$ cat config.mk
export PLATFORM = sky130hd
export DESIGN_NAME = mem_arbiter
export DESIGN_NICKNAME = d
export VERILOG_FILES = /design/src/rtl/mem_arbiter.sv
export SDC_FILE = /design/constraint.sdc
export NUM_CORES = 1
export LEC_CHECK = 0
export BUFFER_PORTS_ARGS = -buffer_cell sky130_fd_sc_hd__buf_2
export CORE_AREA = 2 2 106 108
export DETAILED_ROUTE_END_ITERATION = 10
export DIE_AREA = 0 0 108 110
export GPL_ROUTABILITY_DRIVEN = 0
export REMOVE_ABC_BUFFERS = 1
export SYNTH_ARGS = -nofsm -noshare
export SYNTH_HDL_FRONTEND = slang
export SYNTH_SLANG_ARGS = --single-unit
$ cat constraint.sdc
create_clock -name CLK -period 4 [get_ports CLK]
set_input_delay 0.6 -clock CLK [delete_from_list [all_inputs] [get_ports CLK]]
set_output_delay 0.6 -clock CLK [all_outputs]
set_load 0.005 [all_outputs]
$ cat src/rtl/mem_arbiter.sv
// Single-port memory arbiter between I-cache refill and D-cache load/write-back bursts.
// Optional round-robin tie-breaking is enabled by defining MEM_ARB_RR_EN.
module mem_arbiter #(
  parameter int unsigned AW    = 32,
  parameter int unsigned DW    = 32,
  parameter int unsigned BEATS = 4
) (
  input  logic                                     CLK,
  input  logic                                     RST,
  input  logic                                     ic_req,
  input  logic [AW-1:0]                            ic_addr,
  output logic [DW-1:0]                            ic_rdata,
  output logic                                     ic_rvalid,
  output logic                                     ic_done,
  input  logic                                     dc_req,
  input  logic                                     dc_we,
  input  logic [AW-1:0]                            dc_addr,
  input  logic [DW-1:0]                            dc_wdata,
  output logic [DW-1:0]                            dc_rdata,
  output logic                                     dc_rvalid,
  output logic                                     dc_done,
  output logic [((BEATS > 1) ? $clog2(BEATS) : 1)-1:0] beat_idx,
  output logic                                     mem_req,
  output logic                                     mem_we,
  output logic [AW-1:0]                            mem_addr,
  output logic [DW-1:0]                            mem_wdata,
  input  logic [DW-1:0]                            mem_rdata,
  input  logic                                     mem_ack
);

  localparam int unsigned BW      = (BEATS > 1) ? $clog2(BEATS) : 1;
  localparam int unsigned BYTE_SH = $clog2(DW / 8);
  localparam int unsigned OFF     = $clog2(BEATS) + BYTE_SH;
  localparam logic [BW-1:0] LAST  = BW'(BEATS - 1);
  localparam logic [AW-1:0] BASE_MASK = ~((AW'(1) << OFF) - AW'(1));

  typedef enum logic [1:0] {S_IDLE, S_BUSY, S_DONE} state_t;
  typedef enum logic [1:0] {OWN_NONE, OWN_IC, OWN_DC} owner_t;

  state_t        state;
  owner_t        owner;
  logic [AW-1:0] base_q;
  logic          we_q;
  logic [BW-1:0] beat_q;
  logic          grant_dc;

`ifdef MEM_ARB_RR_EN
  owner_t last_owner;

  // On a tie the requester that was not served last wins.
  always_comb begin
    grant_dc = dc_req && (!ic_req || last_owner == OWN_IC);
  end
`else
  always_comb begin
    grant_dc = dc_req;
  end
`endif

  always_ff @(posedge CLK) begin
    if (RST) begin
      state  <= S_IDLE;
      owner  <= OWN_NONE;
      base_q <= '0;
      we_q   <= 1'b0;
      beat_q <= '0;
`ifdef MEM_ARB_RR_EN
      last_owner <= OWN_IC;
`endif
    end else begin
      case (state)
        S_IDLE: begin
          if (ic_req || dc_req) begin
            state <= S_BUSY;
            if (grant_dc) begin
              owner  <= OWN_DC;
              base_q <= dc_addr & BASE_MASK;
              we_q   <= dc_we;
`ifdef MEM_ARB_RR_EN
              last_owner <= OWN_DC;
`endif
            end else begin
              owner  <= OWN_IC;
              base_q <= ic_addr & BASE_MASK;
              we_q   <= 1'b0;
`ifdef MEM_ARB_RR_EN
              last_owner <= OWN_IC;
`endif
            end
          end
        end
        S_BUSY: begin
          if (mem_ack) begin
            if (beat_q == LAST) begin
              state  <= S_DONE;
              beat_q <= '0;
            end else begin
              beat_q <= beat_q + BW'(1);
            end
          end
        end
        S_DONE: begin
          state <= S_IDLE;
          owner <= OWN_NONE;
        end
        default: begin
          state <= S_IDLE;
          owner <= OWN_NONE;
        end
      endcase
    end
  end

  logic busy;
  logic rd_beat;

  // Read data is forwarded in the ack cycle itself; everything else decodes registered state.
  always_comb begin
    busy      = (state == S_BUSY);
    rd_beat   = busy && mem_ack && !we_q;
    mem_req   = busy;
    mem_we    = busy && we_q;
    mem_addr  = busy ? (base_q + (AW'(beat_q) << BYTE_SH)) : '0;
    mem_wdata = (owner == OWN_DC) ? dc_wdata : '0;
    ic_rvalid = rd_beat && (owner == OWN_IC);
    dc_rvalid = rd_beat && (owner == OWN_DC);
    ic_rdata  = ic_rvalid ? mem_rdata : '0;
    dc_rdata  = dc_rvalid ? mem_rdata : '0;
    ic_done   = (state == S_DONE) && (owner == OWN_IC);
    dc_done   = (state == S_DONE) && (owner == OWN_DC);
    beat_idx  = beat_q;
  end

endmodule

==> results.py, run 1 <==
metrics = {
    "floorplan": {
        "initial_core_util_pct": 24.5,
        "die_y_um": 110,
        "die_w_um": 108,
        "rows": 38,
        "core_mm2": 0.0107,
        "dieArea_mm2": 0.0119,
        "ios": 270,
    },
    "timing": {
        "clock.fmax_mhz": 331,
        "slew_viol_final": 0,
        "worst_pin_slew_ps": 875,
        "finalCritPeriodShare_pct": 75.6,
        "fin_setup_tns_ps": 0,
        "setup-violations-final": 0,
        "fin_skew_ps": 3.66,
        "hold_ws_ps": 511,
        "fin_ws_ps": 976,
        "rsz0062_at_grt": "no",
        "slew_headroom_pct": 41.7,
        "finalCriticalPeriod_ps": 3020,
        "finalHoldViolations": 0,
    },
    "final_layout": {
        "fin_util_pct": 38.0,
        "drive_gt1_share_pct": 53.2,
        "final_nets": 688,
        "area_delta_synth_final_pct": 54.7,
    },
    "synthesis": {
        "synth_top_area_cell": "and2_1",
        "postSynthCellCount": 311,
        "syn-cell-area_mm2": 0.00263,
        "synth_cell_types": 29,
        "synth_top_area_share_pct": 30.5,
        "yosys_warnings": 0,
        "synthTopCellsByArea": "and2_1 (30%), dfxtp_1 (27%), mux2i_1 (11%), a211oi_2 (9.5%), a21oi_1 (6.1%)",
        "seq_area_frac_synth_pct": 26.7,
        "ys_seq_elements": 35,
        "syn_avg_cell_area_um2": 8.44,
    },
    "setup_path": {
        "worstSetupStartpointType": "flop",
        "cp.required_ps": 3400,
        "critPathArrivalTime_ps": 2420,
        "worstSetupPathType": "reg2out",
        "end_kind": "output pin",
        "crit_fanout": 33,
    },
    "global_route": {
        "grt_pass1_vias": 2841,
        "antenna_found_initial": 1,
        "grt_use_total_pct": 16.2,
        "grt_first_pass_wirelength_mm": 15.0,
        "overflow": 0,
        "grt_max_degree": 36,
    },
    "power_and_ir_drop": {
        "powerDensity_mw_per_mm2": 232,
        "power_leakage_uw": 0.00230,
        "power_uw": 942,
        "ir_drop_mv": 0.157,
    },
    "clock_network": {
        "path_clk_slew_ps": 70,
        "cts.repair.resized": 0,
        "cts-htree-levels": 2,
        "cts-root-buf": "clkbuf_8",
        "clock_sinks": 35,
        "post_cts_buffers": 0,
        "cts_buffers": 5,
        "hold_buffers": 0,
        "clockBufferDepth": 2,
        "insertion_delay_ps": 280,
        "cts_tree": "done",
    },
    "placed_design": {
        "dp_slack_ps": 1260,
        "hpwl_mm": 8.12,
        "port-buffer-count": 259,
    },
    "detailed_routing": {
        "num_vias": 3072,
        "wl_met3_um": 859,
        "wirelength_mm": 10.3,
        "drt_iter0_markers": 153,
        "drt-vias-per-instance": 4.42,
        "routed.top_layer": "met4",
        "m1WireLength_mm": 4.28,
        "dr.pass1.iters": 4,
        "wl_met2_mm": 4.97,
        "wl_per_cell_um": 14.8,
        "antenna_left": 0,
        "drcViolationCount": 0,
    },
    "flow_run": {
        "maxCapViolations": 0,
    },
    "run_status": {
        "outcome": "complete, no violations",
    },
    "min_path": {
        "min_path_type": "reg2reg",
    },
}
[worst max-delay path: stages (launching register included)]
cell     delay, ps
dfxtp_1        420
nor2b_2        500
and4b_1        850
and2_1         250
buf_2          110
[power by group]
part	total (µW)	switching (µW)	internal [µW]
Sequential	399	17.6	382
Clock	247	125	122
Combinational	296	149	147
[state kept, by name (all words and copies together), names as in the netlist]
signal	cells
beat_idx	2
base_q	28
owner	2
state	2
we_q	1
[final timing paths]
path	end	depth (start not counted)	from	slack, ps
setup / recovery	dc_rdata[5]	4	state[0]	980
hold / removal	base_q[30]	2	base_q[30]	510
setup reg to reg	base_q[6]	4	state[1]	2620
hold reg to reg	base_q[30]	2	base_q[30]	510
[layer usage]
metal	up-vias	global-route usage [%]
met2	150	28.7
met5	-	0
met3	15	3.82
met1	1384	19.6
li1	1523	-
met4	0	4.85
[cell families after synthesis]
logic type	share of synthesized area [%]
multiplexers	10.7
adder cells (fa/ha/maj)	0.476
flip-flops	26.7
buffers and inverters	6.96
AO/OA/AOI/OAI	18.9
AND/OR/NAND/NOR	36.2
other	0.143
[layout by cell type, fill, tap and decap left out, types with 3 or more instances in the layout]
master / netlist / final
nand2b_1: 3 / 3
nand2_1: 3 / 3
dfxtp_1: 35 / 35
a211oi_2: 20 / 20
a21oi_1: 32 / 32
clkbuf_8: 0 / 5
buf_2: 5 / 259
and2_1: 128 / 128
a211oi_1: 8 / 8
buf_4: 4 / 7
mux2i_1: 28 / 28
[Yosys cell counts, drive strengths merged]
library cell and instances:
and2 128, dfxtp 35, a21oi 32, a211oi 28
mux2i 28, clkbuf 18, buf 14, nand2 3
nand2b 3, nand3b 2, nor2 2, nor2b 2
nor3 2, nor3b 2, a2111oi 1, a21bo 1
a22oi 1, and2b 1, and4b 1, conb 1
ha 1, inv 1, nand3 1, nor4b 1
or2 1, or3 1
[cell type report]
type                            count  area (µm²)
Multi-Input combinational cell    244        1750
Fill cell                        1138        6630
Clock inverter                      1        5.00
Sequential cell                    35         701
Timing Repair Buffer              266        1350
Inverter                            1        3.75
Clock buffer                        7        76.3
Antenna cell                        1        2.50
Tap cell                          140         175
[through the flow]
step / instance area [µm²] / std cells
finish: 4060 / 695
global route: 4060 / 694
CTS: 4060 / 694
detailed placement: 3980 / 686
global placement: 3980 / 686
floorplan: 2450 / 280
(Power assumes the default switching activity.)
==> inputs of run 2 (changes only) <==
- ABC_AREA: not set -> 1
- CORE_AREA: 2 2 106 108 -> 2 2 104 106
- DIE_AREA: 0 0 108 110 -> 0 0 106 108
- clock period: 4 -> 2.5 ns (I/O delays scaled with it)
==> run 2 against run 1 <==
Worst hold slack lost 210 ps. Via count is 15% higher. Critical path depth rose by 1. Worst setup slack lost 640 ps. Global-route usage grew 1.6 points. Register-to-register slack worse by 1400 ps. Power increased by 79%. Count of clock-buffer cells in the layout down 1. Critical endpoint is now ic_rdata[2]. Largest power group unchanged.
==> results.py, run 2 <==
metrics = {
    "clock_network": {
        "path_clk_slew_ps": 80,
        "hold_buffers": 0,
        "post_cts_buffers": 0,
        "cts-root-buf": "clkbuf_8",
        "cts.repair.resized": 0,
        "cts-htree-levels": 2,
        "cts_buffers": 5,
        "cts_tree": "done",
        "clock_sinks": 35,
        "clockBufferDepth": 2,
        "insertion_delay_ps": 290,
    },
    "final_layout": {
        "finalNonFillerCells": 881,
        "seq_area_um2": 701,
        "area_delta_synth_final_pct": 52.5,
        "fill_cells": 1181,
        "mostFrequentLayoutCells": "buf_2 (259), nor2_1 (190), inv_1 (131)",
        "num_antenna_cells": 0,
        "largest_reg_flops": 28,
        "regMostFlops": "base_q",
        "final_nets": 879,
        "final_common_cell": "buf_2",
        "multi_input_area_mm2": 0.00130,
        "drive_gt1_share_pct": 37.9,
    },
    "synthesis": {
        "postSynthCellCount": 500,
        "synth_compound_area_share_pct": 11.8,
        "syn_avg_cell_area_um2": 5.40,
        "synth-xor-area-share_pct": 0,
        "muxShareOfSynthArea_pct": 0,
        "yosys_warnings": 0,
        "synth_top_area_share_pct": 26.4,
        "ys_seq_elements": 35,
        "ys.flop_type": "dfxtp_1",
        "syn-cell-area_mm2": 0.00270,
        "synthArstFlopShare_pct": 0,
        "synth_edf_count": 0,
        "synth_fa_ha_area_share_pct": 0.463,
        "seq_area_frac_synth_pct": 25.9,
        "synthTopCellsByArea": "nor2_1 (26%), dfxtp_1 (26%), inv_1 (18%), o21ai_0 (11%), nand2_1 (4.9%)",
        "synth_top_family_by_area": "simple AND/OR/NAND/NOR gates",
        "synth-simple-area-share_pct": 35.6,
        "yosysMostFrequentCell": "nor2_1",
        "synth_top_area_cell": "nor2_1",
        "synth_cell_types": 22,
        "synthTopCellsByCount": "nor2_1 (190), inv_1 (131), o21ai_0 (60)",
    },
    "global_route": {
        "grt_first_pass_wirelength_mm": 16.2,
        "grt_max_degree": 34,
        "overflow": 0,
        "grt_use_total_pct": 17.9,
        "antenna_found_initial": 0,
        "grt_pass1_vias": 3103,
    },
    "setup_path": {
        "worstSetupPathType": "reg2out",
        "crit_fanout": 33,
        "end_kind": "output pin",
        "cp.required_ps": 2120,
        "critPathArrivalTime_ps": 1790,
        "worstSetupStartpointType": "flop",
    },
    "power_and_ir_drop": {
        "ir_drop_mv": 0.213,
        "power_leakage_uw": 0.00280,
        "power_uw": 1690,
        "powerDensity_mw_per_mm2": 410,
    },
    "placed_design": {
        "dp_cells": 873,
        "port-buffer-count": 259,
        "hpwl_mm": 9.08,
    },
    "floorplan": {
        "initial_core_util_pct": 26.4,
        "die_w_um": 106,
        "rows": 37,
        "die_y_um": 108,
        "dieArea_mm2": 0.0114,
        "core_mm2": 0.0102,
        "ios": 270,
    },
    "detailed_routing": {
        "antenna_left": 0,
        "wirelength_mm": 10.9,
        "wl_per_cell_um": 12.4,
        "num_vias": 3548,
        "drcViolationCount": 0,
        "drt-vias-per-instance": 4.03,
        "drt_iter0_markers": 167,
        "dr.pass1.iters": 5,
    },
    "timing": {
        "finalHoldViolations": 0,
        "rsz0062_at_grt": "no",
        "setup-violations-final": 0,
        "worst_pin_slew_ps": 526,
        "slew_viol_final": 0,
        "clock.fmax_mhz": 461,
        "finalCriticalPeriod_ps": 2170,
        "finalCritPeriodShare_pct": 86.7,
        "fin_setup_tns_ps": 0,
        "slew_headroom_pct": 64.8,
        "fin_skew_ps": 9.94,
    },
    "run_status": {
        "outcome": "complete, no violations",
    },
    "flow_run": {
        "maxCapViolations": 0,
    },
    "min_path": {
        "min_path_type": "in2reg",
    },
}
run 2: metrics by stage:
step           hold slack, ps  utilization, %  area (µm²)  setup slack (ps)
2_1_floorplan             435               -        2500               859
3_3_place_gp              462            39.3        4020               622
3_5_place_dp              462            39.3        4020               632
4_1_cts                   290            40.3        4120               333
5_1_grt                   297            40.3        4120               187
6_report                  300            40.3        4120               331
run 2: critical path, stage by stage, from the launching register on:
cell	delay (ps)
dfxtp_1	470
nand2_4	100
nor2_8	140
nand4_4	390
nor2_1	240
buf_2	150
run 2: cell families (layout without fill, tap and decap cells):
logic type | after synthesis | after routing
AOI/OAI and AO/OA | 63 | 63
adders and majority gates | 1 | 1
buffers and inverters | 163 | 407
DFF | 35 | 35
other | 1 | 2
and+or+nand+nor | 237 | 237
run 2: path summary, 6_finish.rpt:
path / startpoint / end / slack [ps] / depth (start not counted)
max: state[0] / ic_rdata[2] / 330 / 5
min: RST / owner[1] / 300 / 2
max reg2reg: state[0] / base_q[6] / 1220 / 5
min reg2reg: we_q / we_q / 480 / 2
run 2: power by group:
part           leakage (µW)  internal [µW]  switching (µW)
Sequential         0.000290            626            38.7
Clock             0.0000474            225             217
Combinational       0.00247            242             339
Total               0.00280           1090             594
run 2: cell type report:
type / instances / area share (%)
Multi-Input combinational cell: 303 / 31.6
Clock inverter: 2 / 0.395
Inverter: 133 / 12.1
Tap cell: 136 / 4.13
Sequential cell: 35 / 17.0
Clock buffer: 6 / 2.00
Timing Repair Buffer: 266 / 32.7
run 2: routing by layer:
metal,track usage (%),part of all wire (%)
met4,3.38,0.95
met1,21.7,41
met2,32.2,50
met3,4.52,8.0
met5,0,0
==> inputs of run 3 (changes only) <==
- CAP_MARGIN: not set -> 25
- clock period: 2.5 -> 1.8 ns (I/O delays scaled with it)
==> run 3 against run 2 <==
First-iteration DRC count decreased by 7.2%. Largest power group unchanged. Largest cell class unchanged. Non-clock buffer count increased by 5. Clock power is 59% higher. Power increased by 45%.
==> results.py, run 3 (synthesis results as in run 2) <==
metrics = {
    "run_status": {
        "outcome": "complete, no violations",
    },
    "timing": {
        "finalCriticalPeriod_ps": 1710,
        "finalHoldViolations": 0,
        "fin_skew_ps": 5.97,
        "finalCritPeriodShare_pct": 94.8,
        "clock.fmax_mhz": 586,
        "slew_viol_final": 0,
        "fin_setup_tns_ps": 0,
        "setup-violations-final": 0,
    },
    "power_and_ir_drop": {
        "powerDensity_mw_per_mm2": 581,
        "power_leakage_uw": 0.00284,
        "p_sw_share_pct": 33.6,
        "ir_drop_mv": 0.403,
        "seqPwrFrac_pct": 37.8,
        "p_comb_share_pct": 33.5,
        "p_sw_uw": 821,
        "intPower_uw": 1620,
        "clkPwrFrac_pct": 28.7,
    },
    "min_path": {
        "hold-path-endpoint": "owner[1]",
        "min_path_type": "in2reg",
        "min_path_cells": 2,
        "min-delay-start": "RST",
    },
    "clock_network": {
        "clock_sinks": 35,
        "path_clk_slew_ps": 80,
        "cts_tree": "done",
        "cts-root-buf": "clkbuf_8",
        "cts-htree-levels": 2,
        "clockBufferDepth": 2,
        "cts_buffers": 5,
        "insertion_delay_ps": 280,
    },
    "global_route": {
        "grt_pass1_vias": 3139,
        "grt_use_total_pct": 18.1,
        "grt_first_pass_wirelength_mm": 16.2,
        "overflow": 0,
        "antenna_found_initial": 1,
        "grt_max_degree": 34,
    },
    "detailed_routing": {
        "num_vias": 3550,
        "drt-vias-per-instance": 4.01,
        "wirelength_mm": 11.0,
        "antenna_left": 0,
        "drt_iter0_markers": 155,
        "wl_per_cell_um": 12.4,
        "drcViolationCount": 0,
        "dr.pass1.iters": 4,
    },
    "setup_path": {
        "crit_buf_inv": 3,
        "cp.required_ps": 1530,
        "rr_endpoint": "base_q[28]",
        "reg2reg_depth": 5,
        "worstSetupStartpointType": "flop",
        "worstSetupPathType": "reg2out",
        "r2r_setup_slack_ps": 600,
        "critPathMaxStageDelay_ps": 340,
        "cp_slowest_cell": "dfxtp_2",
        "path_cells": "inv_4 -> nand2_4 -> nor2_8 -> nand4_4 -> buf_12 -> nor2_1 -> buf_2",
        "critPathArrivalTime_ps": 1440,
        "crit_cells": 7,
        "path_delay_family": "simple AND/OR/NAND/NOR gates",
        "crit_fanout": 33,
        "regToRegStartpoint": "state[0]",
        "end_kind": "output pin",
    },
    "floorplan": {
        "die_y_um": 108,
        "core_mm2": 0.0102,
        "initial_core_util_pct": 26.4,
        "dieArea_mm2": 0.0114,
        "ios": 270,
        "die_w_um": 106,
        "rows": 37,
    },
    "placed_design": {
        "port-buffer-count": 259,
        "dp_cells": 876,
        "hpwl_mm": 9.09,
    },
    "final_layout": {
        "finalNonFillerCells": 886,
        "regMostFlops": "base_q",
        "largest_reg_flops": 28,
        "final_common_cell": "buf_2",
        "drive_gt1_share_pct": 38.9,
        "fin_util_pct": 41.1,
        "final_nets": 884,
        "seq_area_um2": 703,
        "fill_cells": 1201,
        "mostFrequentLayoutCells": "buf_2 (259), nor2_1 (187), inv_1 (131)",
        "area_delta_synth_final_pct": 55.7,
        "multi_input_area_mm2": 0.00131,
    },
    "flow_run": {
        "maxCapViolations": 0,
    },
}
run 3: cell types whose count changed in the layout (fill, tap and decap cells not counted), sizes merged:
cell / previous run / this run
bufinv: 0 / 1
buf: 266 / 271
diode: 0 / 1
clkbuf: 6 / 5
clkinv: 1 / 0
run 3: metal layers:
metal	global-route usage [%]	routed length [µm]	vias to the layer above
met5	0	0	-
met4	4.51	138	0
met3	5.00	809	13
met2	33.0	5470	132
met1	21.0	4540	1492
li1	-	-	1913
run 3: layout make-up:
class                           count  share of cell area, %
Timing Repair Buffer              271                   33.6
Multi-Input combinational cell    303                   31.1
Sequential cell                    35                   16.7
Inverter                          133                   11.9
Tap cell                          136                   4.05
Clock buffer                        5                   1.64
Clock inverter                      2                  0.893
Antenna cell                        1                 0.0595
run 3: what timing repair did:
action                     4_1_cts  5_1_grt
setup buffers                    0        2
setup endpoints to repair       64       65
gates cloned                     0        0
pin swaps                        0        1
hold buffers                     0        0
resized for setup                3        9
run 3: worst max-delay path by stage:
stage / startpoint / endpoint / slack [ps]
after global routing: state[1] / dc_rdata[3] / -3
after detailed placement: state[0] / ic_rdata[17] / 270
after global placement: state[0] / dc_rdata[1] / 260
after CTS: state[1] / ic_rdata[17] / 40
final: state[1] / ic_rdata[2] / 90
after floorplan: state[0] / dc_rdata[0] / 260
run 3: per-stage QoR:
| stage | power [µW] | setup slack (ps) | cell area (µm²) | hold slack (ps) |
|---|---|---|---|---|
| 2_1_floorplan | 1330 | 264 | 2500 | 339 |
| 3_3_place_gp | 1770 | 264 | 4040 | 473 |
| 3_5_place_dp | 1770 | 275 | 4040 | 474 |
| 4_1_cts | 2490 | 39.2 | 4160 | 189 |
| 5_1_grt | 2650 | -3.18 | 4200 | 185 |
| 6_report | 2440 | 94.4 | 4200 | 200 |
run 3: power groups by stage:
stage                     combinational, µW  clock [µW]  sequential (µW)
final                                   819         701              924
after global routing                    946         761              938
after CTS                               831         732              925
after detailed placement                824           0              941
after global placement                  828           0              939
after floorplan                         403           0              929
